===== src/rtl/pcode_fill_engine.sv =====
// ---------------------------------------------------------------------------
// pcode_fill_engine
//
// Purpose:
//   Writes a generated data pattern into NCH SRAM write ports. Each port uses
//   a valid/ready handshake. A start pulse launches a fill of addresses
//   0..last_addr on every channel. The channels are filled either all at once
//   (parallel=1) or one after another, 0..NCH-1 (parallel=0). Normal
//   completion gives a one-cycle done pulse. An abort returns to IDLE with no
//   done pulse.
//
// Ports:
//   clk         system clock
//   rst         asynchronous active-high reset
//   start       start request, sampled only in IDLE
//   abort       terminate the fill, sampled only in FILL
//   mode        data mode: 0 = addr*MULT, 1 = LFSR, 2 = fill_value, 3 = addr
//   fill_value  constant for mode 2; LFSR seed for mode 1
//   last_addr   inclusive final address written on every channel
//   parallel    1 = all channels at once, 0 = channels in order
//   busy        high while in FILL
//   done        one-cycle pulse on normal completion
//   wr_valid    per-channel write valid
//   wr_ready    per-channel write ready
//   wr_addr     packed addresses, channel k at [k*AW +: AW]
//   wr_data     packed data, channel k at [k*DW +: DW]
//
// Configuration:
//   PCODE_FILL_LFSR_EN  when defined, mode 1 uses a per-channel 32-bit Galois
//                       LFSR (polynomial 0x80200003). When undefined, no LFSR
//                       is built and mode 1 behaves exactly as mode 0.
// ---------------------------------------------------------------------------
module pcode_fill_engine #(
    parameter int NCH  = 2,
    parameter int AW   = 18,
    parameter int DW   = 32,
    parameter int MULT = 10000000
) (
    input  logic              clk,
    input  logic              rst,
    input  logic              start,
    input  logic              abort,
    input  logic [1:0]        mode,
    input  logic [DW-1:0]     fill_value,
    input  logic [AW-1:0]     last_addr,
    input  logic              parallel,
    output logic              busy,
    output logic              done,
    output logic [NCH-1:0]    wr_valid,
    input  logic [NCH-1:0]    wr_ready,
    output logic [NCH*AW-1:0] wr_addr,
    output logic [NCH*DW-1:0] wr_data
);

    localparam int          CW     = (NCH > 1) ? $clog2(NCH) : 1;
    localparam logic [DW-1:0] MULT_W = DW'(MULT);

    typedef enum logic [1:0] {
        S_IDLE = 2'd0,
        S_FILL = 2'd1,
        S_DONE = 2'd2
    } state_t;

    state_t          state_q, state_d;

    // Configuration latched on the start edge.
    logic [1:0]      mode_q, mode_d;
    logic [DW-1:0]   fill_q, fill_d;
    logic [AW-1:0]   last_q, last_d;
    logic            par_q, par_d;

    // Per-channel progress: current address and a "last beat accepted" flag.
    // The flag ends the channel without ever incrementing past last_addr, so
    // a full-space fill (last_addr = 2^AW-1) cannot wrap back to 0.
    logic [AW-1:0]   addr_q [NCH];
    logic [AW-1:0]   addr_d [NCH];
    logic [NCH-1:0]  fin_q, fin_d;

    // Active channel in sequential mode.
    logic [CW-1:0]   ch_q, ch_d;

    logic [NCH-1:0]  valid;
    logic [NCH-1:0]  hs;

`ifdef PCODE_FILL_LFSR_EN
    localparam logic [31:0] LFSR_POLY = 32'h8020_0003;

    logic [31:0]     lfsr_q [NCH];
    logic [31:0]     lfsr_d [NCH];

    // Galois form: shift right and fold in the polynomial when a 1 falls out.
    function automatic logic [31:0] lfsr_step(input logic [31:0] s);
        return s[0] ? ((s >> 1) ^ LFSR_POLY) : (s >> 1);
    endfunction

    // A seed of 0 would lock the LFSR at 0, so it is forced to 1.
    function automatic logic [31:0] lfsr_seed(input logic [DW-1:0] fv, input int k);
        logic [31:0] s;
        s = 32'(fv) ^ 32'(k);
        return (s == '0) ? 32'd1 : s;
    endfunction
`endif

    assign busy = (state_q == S_FILL);
    assign done = (state_q == S_DONE);

    // ------------------------------------------------------------------
    // Valid, address and data outputs
    // ------------------------------------------------------------------
    // NOTE: every output of an always_comb gets a default before any branch.
    // Without the defaults, a path that does not assign a signal would infer
    // a latch.
    always_comb begin
        valid   = '0;
        wr_addr = '0;
        wr_data = '0;
        for (int k = 0; k < NCH; k++) begin
            if (state_q == S_FILL) begin
                valid[k] = !fin_q[k] && (par_q || (ch_q == CW'(k)));
            end
            if (valid[k]) begin
                wr_addr[k*AW +: AW] = addr_q[k];
                case (mode_q)
                    2'd2:    wr_data[k*DW +: DW] = fill_q;
                    2'd3:    wr_data[k*DW +: DW] = DW'(addr_q[k]);
`ifdef PCODE_FILL_LFSR_EN
                    2'd1:    wr_data[k*DW +: DW] = DW'(lfsr_q[k]);
`endif
                    default: wr_data[k*DW +: DW] = DW'(addr_q[k]) * MULT_W;
                endcase
            end
        end
    end

    assign wr_valid = valid;
    assign hs       = valid & wr_ready;

    // ------------------------------------------------------------------
    // Next-state logic
    // ------------------------------------------------------------------
    always_comb begin
        state_d = state_q;
        mode_d  = mode_q;
        fill_d  = fill_q;
        last_d  = last_q;
        par_d   = par_q;
        addr_d  = addr_q;
        fin_d   = fin_q;
        ch_d    = ch_q;
`ifdef PCODE_FILL_LFSR_EN
        lfsr_d  = lfsr_q;
`endif

        case (state_q)
            S_IDLE: begin
                if (start) begin
                    state_d = S_FILL;
                    mode_d  = mode;
                    fill_d  = fill_value;
                    last_d  = last_addr;
                    par_d   = parallel;
`ifdef PCODE_FILL_LFSR_EN
                    for (int k = 0; k < NCH; k++) begin
                        lfsr_d[k] = lfsr_seed(fill_value, k);
                    end
`endif
                end
            end

            S_FILL: begin
                if (abort) begin
                    state_d = S_IDLE;
                end else begin
                    for (int k = 0; k < NCH; k++) begin
                        if (hs[k]) begin
                            if (addr_q[k] == last_q) begin
                                fin_d[k] = 1'b1;
                                // In sequential mode only one channel can
                                // handshake, so this hands over with no bubble.
                                ch_d     = ch_q + CW'(1);
                            end else begin
                                addr_d[k] = addr_q[k] + AW'(1);
                            end
`ifdef PCODE_FILL_LFSR_EN
                            lfsr_d[k] = lfsr_step(lfsr_q[k]);
`endif
                        end
                    end
                    if (&fin_d) begin
                        state_d = S_DONE;
                    end
                end
            end

            S_DONE:  state_d = S_IDLE;

            default: state_d = S_IDLE;
        endcase

        // Whenever FILL is left (completion or abort), the counters return to
        // their reset image. A later start therefore always begins at address 0.
        if (state_d != S_FILL) begin
            for (int k = 0; k < NCH; k++) begin
                addr_d[k] = '0;
            end
            fin_d = '0;
            ch_d  = '0;
        end
    end

    // ------------------------------------------------------------------
    // State registers
    // ------------------------------------------------------------------
    // NOTE: sequential state uses non-blocking assignments. All registers
    // then update together from values computed before the clock edge.
    always_ff @(posedge clk or posedge rst) begin
        if (rst) begin
            state_q <= S_IDLE;
            mode_q  <= '0;
            fill_q  <= '0;
            last_q  <= '0;
            par_q   <= 1'b0;
            fin_q   <= '0;
            ch_q    <= '0;
            // NOTE: the per-channel arrays are small flop banks, not SRAM.
            // They are reset explicitly so that nothing leaves reset unknown.
            for (int k = 0; k < NCH; k++) begin
                addr_q[k] <= '0;
`ifdef PCODE_FILL_LFSR_EN
                lfsr_q[k] <= '0;
`endif
            end
        end else begin
            state_q <= state_d;
            mode_q  <= mode_d;
            fill_q  <= fill_d;
            last_q  <= last_d;
            par_q   <= par_d;
            fin_q   <= fin_d;
            ch_q    <= ch_d;
            for (int k = 0; k < NCH; k++) begin
                addr_q[k] <= addr_d[k];
`ifdef PCODE_FILL_LFSR_EN
                lfsr_q[k] <= lfsr_d[k];
`endif
            end
        end
    end

endmodule

===== config.mk =====
export PLATFORM = sky130hd
export DESIGN_NAME = pcode_fill_engine
export DESIGN_NICKNAME = d
export VERILOG_FILES = /design/src/rtl/pcode_fill_engine.sv
export SDC_FILE = /design/constraint.sdc
export NUM_CORES = 1
export LEC_CHECK = 0
export ABC_AREA = 1
export ABC_CLOCK_PERIOD_IN_PS = 9600
export BUFFER_PORTS_ARGS = -buffer_cell sky130_fd_sc_hd__buf_2
export CAP_MARGIN = 20
export CORE_ASPECT_RATIO = 1.5
export CORE_MARGIN = 2
export CORE_UTILIZATION = 53
export CTS_CLUSTER_SIZE = 24
export DETAILED_ROUTE_END_ITERATION = 10
export MAX_ROUTING_LAYER = met4
export PLACE_DENSITY_LB_ADDON = 0.25
export SYNTH_ARGS = -nofsm -noshare
export SYNTH_HDL_FRONTEND = slang
export SYNTH_SLANG_ARGS = --single-unit

===== constraint.sdc =====
create_clock -name clk -period 9.6 [get_ports clk]
set_input_delay 0.96 -clock clk [delete_from_list [all_inputs] [get_ports clk]]
set_output_delay 0.96 -clock clk [all_outputs]
set_load 0.02 [all_outputs]

==> results of run 1 <==
## report_power, final
| group | switching (mW) | leakage, nW | internal (mW) |
|---|---|---|---|
| registers | 0.0400 | 1.17 | 0.446 |
| clock network | 0.184 | 0.135 | 0.203 |
| logic | 0.406 | 8.27 | 0.168 |
| total | 0.631 | 9.57 | 0.817 |
## metal layers
| layer | track usage [%] | share of wire, % | vias up |
|---|---|---|---|
| met2 | 64.9 | 51 | 508 |
| met5 | - | 0 | - |
| met4 | 29.1 | 9.7 | 0 |
| li1 | - | - | 6213 |
| met1 | 40.2 | 35 | 6532 |
| met3 | 3.48 | 4.1 | 207 |
## placed cells by master (no fill, tap or decap), types with 2 or more instances in the layout
cell type,instances
a211oi_1,6
a21boi_0,4
a21o_1,6
a21oi_1,120
a31oi_1,4
and2_1,2
buf_2,162
buf_4,8
clkbuf_16,9
clkinvlp_4,3
dfrtp_1,94
fa_1,138
ha_1,242
inv_1,450
inv_2,6
inv_6,3
mux2_2,29
nand2_1,299
nand2_2,2
nand3_1,93
nand3b_1,2
nand4_1,22
nor2_1,190
nor2_2,2
nor3_1,15
nor4_1,2
o211ai_1,6
o21ai_0,47
o21ai_1,4
o21bai_1,2
o221ai_1,2
o22ai_1,2
or2_2,7
xnor2_1,18
xor2_1,43
## cell families (layout without fill, tap and decap cells)
family                     after synthesis  in the layout  share of synthesized area, %
muxes                                   29             29                          2.23
AOI/OAI and AO/OA                      204            204                          7.50
DFF                                     94             94                          16.0
buffers and inverters                  495            643                          13.0
adders and majority gates              380            380                          39.5
xor gates and xnor gates                61             61                          3.64
and+or+nand+nor                        640            640                          18.1
## flip-flops by register name, indices dropped and copies added (netlist names)
register / count
state_q: 2
addr_q: 36
par_q: 1
fill_q: 32
last_q: 18
ch_q: 1
mode_q: 2
fin_q: 2
## layout make-up
type / instances / area [sq um]
Fill cell: 2658 / 11100
Multi-Input combinational cell: 1314 / 10400
Sequential cell: 94 / 2350
Inverter: 458 / 1730
Timing Repair Buffer: 170 / 871
Tap cell: 342 / 428
Clock buffer: 9 / 225
Clock inverter: 6 / 70.1
## worst paths after layout
path / from / endpoint / cells past startpoint
min reg2reg: fill_q[3] / fill_q[3] / 1
min in group asynchronous: rst / par_q / 2
max reg2reg: addr_q[29] / addr_q[3] / 13
min: fill_q[3] / fill_q[3] / 1
max: addr_q[5] / wr_data[63] / 19
max in group asynchronous: rst / fill_q[29] / 3
## worst max-delay path: cells and delay by family (launching register included)
kind | cells | cell delay [ns]
buffers and inverters | 5 | 0.42
AND/OR/NAND/NOR | 3 | 0.41
flip-flops | 1 | 0.77
AO/OA/AOI/OAI | 4 | 0.93
adder cells (fa/ha/maj) | 7 | 3.26
==> flow_summary.yaml, run 1 <==
status:
  status: "complete, no violations"
critical_path:
  worstSetupStartpointType: "register"
  cp.arrival_ns: 6.15
  path_class: "register to output port"
  rrSetupSlack_ns: 6.80
  cpMaxStageDelayCell: "dfrtp_1"
  required_ns: 8.64
  critPathMaxStageDelay_ns: 0.77
  critPathMaxFanout: 10
  cp-end-kind: "output port"
  cp_cell_sequence: "ha_1 -> ha_1 -> inv_1 -> fa_1 -> inv_1 -> fa_1 -> fa_1 -> inv_1 -> fa_1 -> inv_1 -> ha_1 -> a21oi_1 -> o21ai_0 -> a21oi_1 -> nand3_1 -> nor2_1 -> nor2_1 -> a21oi_1 -> buf_2"
timing:
  finalSetupViolCount: 0
  rsz0062_at_grt: "no"
  max_freq_ghz: 0.141
  worst_slew_pin_slew_ns: 0.968
  hold_viol: 0
  fin_crit_sh_pct: 74.1
  finalSetupTns_ns: 0
  worst_slew_margin_rel_pct: 35.5
  fin_worst_skew_ns: 0.00963
  fin_ws_ns: 2.49
  fin_crit_ns: 7.11
  finalMaxSlewViolations: 0
  whs_ns: 0.512
drt:
  drt_first_pass_iters: 5
  route.detailed.drc: 0
  wl_per_cell_um: 22.4
  routed_via_density: 5.62
  ant_nets: 0
  wl_mm: 53.6
  drtIter0Drc: 886
  dr_total_vias: 13500
global_routing:
  grt_antenna_before_repair: 0
  first_global_vias: 13800
  grt_max_degree: 70
  overflow: 0
  grt_usage_pct: 37.9
  grt_pass1_wl_mm: 80.0
finish:
  diodes: 0
  fin_util_pct: 59.1
  area_growth_syn_to_layout_pct: 9.72
  layout.nets: 2486
  design_area_sq_um: 16100
  final_cell_count_no_fill: 2393
  drive_gt1_share_pct: 11.6
hold_path:
  hp-class: "register to register"
power:
  leakage_nw: 9.57
  powerDensity_nw_per_um2: 89.9
  p_total_mw: 1.45
  vdd_ir_drop_max_mv: 0.129
clock_tree:
  cts_sinks: 94
  clk_latency_ns: 0.37
  post_cts_resized: 0
  cts.repair_timing.setup_buffer_count: 0
  clkTransAtPathRegs_ns: 0.08
  cts_root_buf: "clkbuf_16"
  cts_hold_buf: 0
  htreeDepth: 3
  tritoncts: "yes"
  numCtsBuffers: 9
  clockBufferDepth: 2
yosys:
  avgSynthCellArea_sq_um: 7.71
  synth_area_leader_cell: "ha_1"
  synth_area_leaders: "ha_1 (21%), fa_1 (19%), dfrtp_1 (16%), inv_1 (12%), nand2_1 (7.7%)"
  yosys_warnings: 0
  async_flop_share_pct: 100
  synth_edf_count: 0
  syn_inst: 1903
  ys_types: 40
  post-synth-top-count-cell: "inv_1"
  synth_sequential_area_ratio_pct: 16.0
  syn-num-nets: 2342
  syn-cell-area_sq_um: 14700
  synth-seq-cells: 94
  synth_top_area_share_pct: 20.6
  synthTopCellsByCount: "inv_1 (451), nand2_1 (299), ha_1 (242), nor2_1 (190), fa_1 (138)"
  ys.flop_type: "dfrtp_1"
floorplan:
  die_h_um: 208
  start_util_pct: 53.9
  core_area_sq_um: 27200
  io_pins: 163
  die_w_um: 140
  die_area_sq_um: 29100
  rows: 74
place:
  dp.cells: 2378
  gp_congestion: 1.03
  place_hpwl_mm: 45.3
  dpl_cell_area_sq_um: 15800
  post-place-ws_ns: 2.99
  portBuffers: 162
job:
  cap_viol_max_count: 0
(Power assumes the default switching activity.)
==> inputs of run 2 (changes only) <==
--- a/config.mk
+++ b/config.mk
@@ -6,7 +6,7 @@
 export NUM_CORES = 1
 export LEC_CHECK = 0
 export ABC_AREA = 1
-export ABC_CLOCK_PERIOD_IN_PS = 9600
+export ABC_CLOCK_PERIOD_IN_PS = 7500
 export BUFFER_PORTS_ARGS = -buffer_cell sky130_fd_sc_hd__buf_2
 export CAP_MARGIN = 20
 export CORE_ASPECT_RATIO = 1.5
==> constraint.sdc (replaced) <==
create_clock -name clk -period 7.5 [get_ports clk]
set_input_delay 0.75 -clock clk [delete_from_list [all_inputs] [get_ports clk]]
set_output_delay 0.75 -clock clk [all_outputs]
set_load 0.02 [all_outputs]
==> flow_summary.yaml, run 2 (same netlist as run 1, synthesis figures left out) <==
clock_tree:
  tritoncts: "yes"
  clkTransAtPathRegs_ns: 0.08
  cts_root_buf: "clkbuf_16"
  cts.repair_timing.setup_buffer_count: 0
  clk_latency_ns: 0.36
  clockBufferDepth: 2
  cts_hold_buf: 0
  cts_sinks: 94
  post_cts_resized: 0
  numCtsBuffers: 9
  htreeDepth: 3
global_routing:
  grt_max_degree: 70
  grt_antenna_before_repair: 0
  grt_pass1_wl_mm: 80.7
  overflow: 0
  grt_usage_pct: 38.2
  first_global_vias: 13800
critical_path:
  path_class: "register to output port"
  critPathMaxFanout: 10
  worstSetupStartpointType: "register"
  endpoint: "wr_data[63]"
  crit_start: "addr_q[5]"
  reg2regPathDepth: 13
  cp.arrival_ns: 6.02
  r2r-end: "addr_q[3]"
  cp-end-kind: "output port"
  r2r_start: "addr_q[35]"
  required_ns: 6.75
  rrSetupSlack_ns: 4.70
place:
  dpl_cell_area_sq_um: 15800
  portBuffers: 162
  place_hpwl_mm: 45.4
  gp_congestion: 1.04
  dp.cells: 2380
  post-place-ws_ns: 1.23
drt:
  drtIter0Drc: 993
  wl_per_cell_um: 22.4
  ant_nets: 0
  wl_mm: 53.6
  drt_first_pass_iters: 5
  dr_total_vias: 13500
  route.detailed.drc: 0
  routed_via_density: 5.65
finish:
  design_area_sq_um: 16100
  regArea_sq_um: 2350
  reg.largest.list: "addr_q (36), fill_q (32), last_q (18)"
  drive_gt1_share_pct: 11.7
  final_cell_mix: "inv_1 (450), nand2_1 (299), ha_1 (242)"
  diodes: 0
  multi_input_area_sq_um: 10400
  largest_register_ffs: 36
  nFillCells: 2607
  final_cell_count_no_fill: 2395
  layout.nets: 2488
  area_growth_syn_to_layout_pct: 9.73
  regMostFlops: "addr_q"
  layout_commonest_cell: "inv_1"
floorplan:
  die_h_um: 208
  core_area_sq_um: 27200
  die_w_um: 140
  start_util_pct: 53.9
  io_pins: 163
  rows: 74
  die_area_sq_um: 29100
timing:
  max_freq_ghz: 0.148
  worst_slew_margin_rel_pct: 35.8
  fin_ws_ns: 0.730
  finalSetupViolCount: 0
  rsz0062_at_grt: "no"
  finalSetupTns_ns: 0
  fin_worst_skew_ns: 0.00966
  fin_crit_sh_pct: 90.3
  fin_crit_ns: 6.77
  finalMaxSlewViolations: 0
  worst_slew_pin_slew_ns: 0.962
  hold_viol: 0
power:
  leakage_nw: 9.59
  vdd_ir_drop_max_mv: 0.149
  powerDensity_nw_per_um2: 113
hold_path:
  hp-class: "primary input to async pin"
job:
  cap_viol_max_count: 0
status:
  status: "complete, no violations"
## run 2: cell types whose count changed in the layout (fill, tap and decap cells not counted)
| cell | change |
|---|---|
| buf_4 | +2 |
| clkinv_4 | +2 |
| clkinvlp_4 | -2 |
| bufinv_16 | -1 |
| clkbuf_8 | +1 |
## run 2: stage by stage
step	hold WS [ns]	power, mW	utilization [%]
2_1_floorplan	0.478	1.07	-
3_3_place_gp	0.489	1.35	58.1
3_5_place_dp	0.495	1.35	58.1
4_1_cts	0.362	1.81	59.1
5_1_grt	0.379	1.90	59.1
6_report	0.345	1.82	59.1
## run 2: per-layer routing
layer,up-vias,track usage [%],wire length (um)
met5,-,-,0
met4,0,28.0,4970
met3,216,2.95,2300
met2,579,66.1,27700
met1,6521,40.7,18600
li1,6211,-,-
## run 2: worst min path at each step
stage | slack [ns] | to | cells after the start | startpoint
after floorplan | 0.48 | fill_q[18] | 2 | fill_q[18]
after global placement | 0.49 | fill_q[3] | 1 | fill_q[3]
after detailed placement | 0.50 | fill_q[3] | 1 | fill_q[3]
after CTS | 0.36 | state_q[1] | 2 | rst
after global routing | 0.38 | par_q | 2 | rst
final | 0.34 | par_q | 2 | rst
## run 2: cell type report
| class | count | area share (%) |
|---|---|---|
| Timing Repair Buffer | 172 | 5.50 |
| Clock inverter | 5 | 0.264 |
| Multi-Input combinational cell | 1314 | 64.8 |
| Inverter | 458 | 10.7 |
| Tap cell | 342 | 2.66 |
| Clock buffer | 10 | 1.48 |
| Sequential cell | 94 | 14.6 |
## run 2: power by group
group | internal, mW | switching [mW]
clock network | 0.236 | 0.230
registers | 0.571 | 0.0526
logic | 0.214 | 0.518
## run 2: critical path: stages (launching register included)
cell and delay (ns):
dfrtp_1 0.74, ha_1 0.39, ha_1 0.29, inv_1 0.05, fa_1 0.59, inv_1 0.08
fa_1 0.50, fa_1 0.55, inv_1 0.06, fa_1 0.53, inv_1 0.04, ha_1 0.36
a21oi_1 0.33, o21ai_0 0.17, a21oi_1 0.25, nand3_1 0.21, nor2_1 0.15, nor2_1 0.05
a21oi_1 0.13, buf_2 0.18
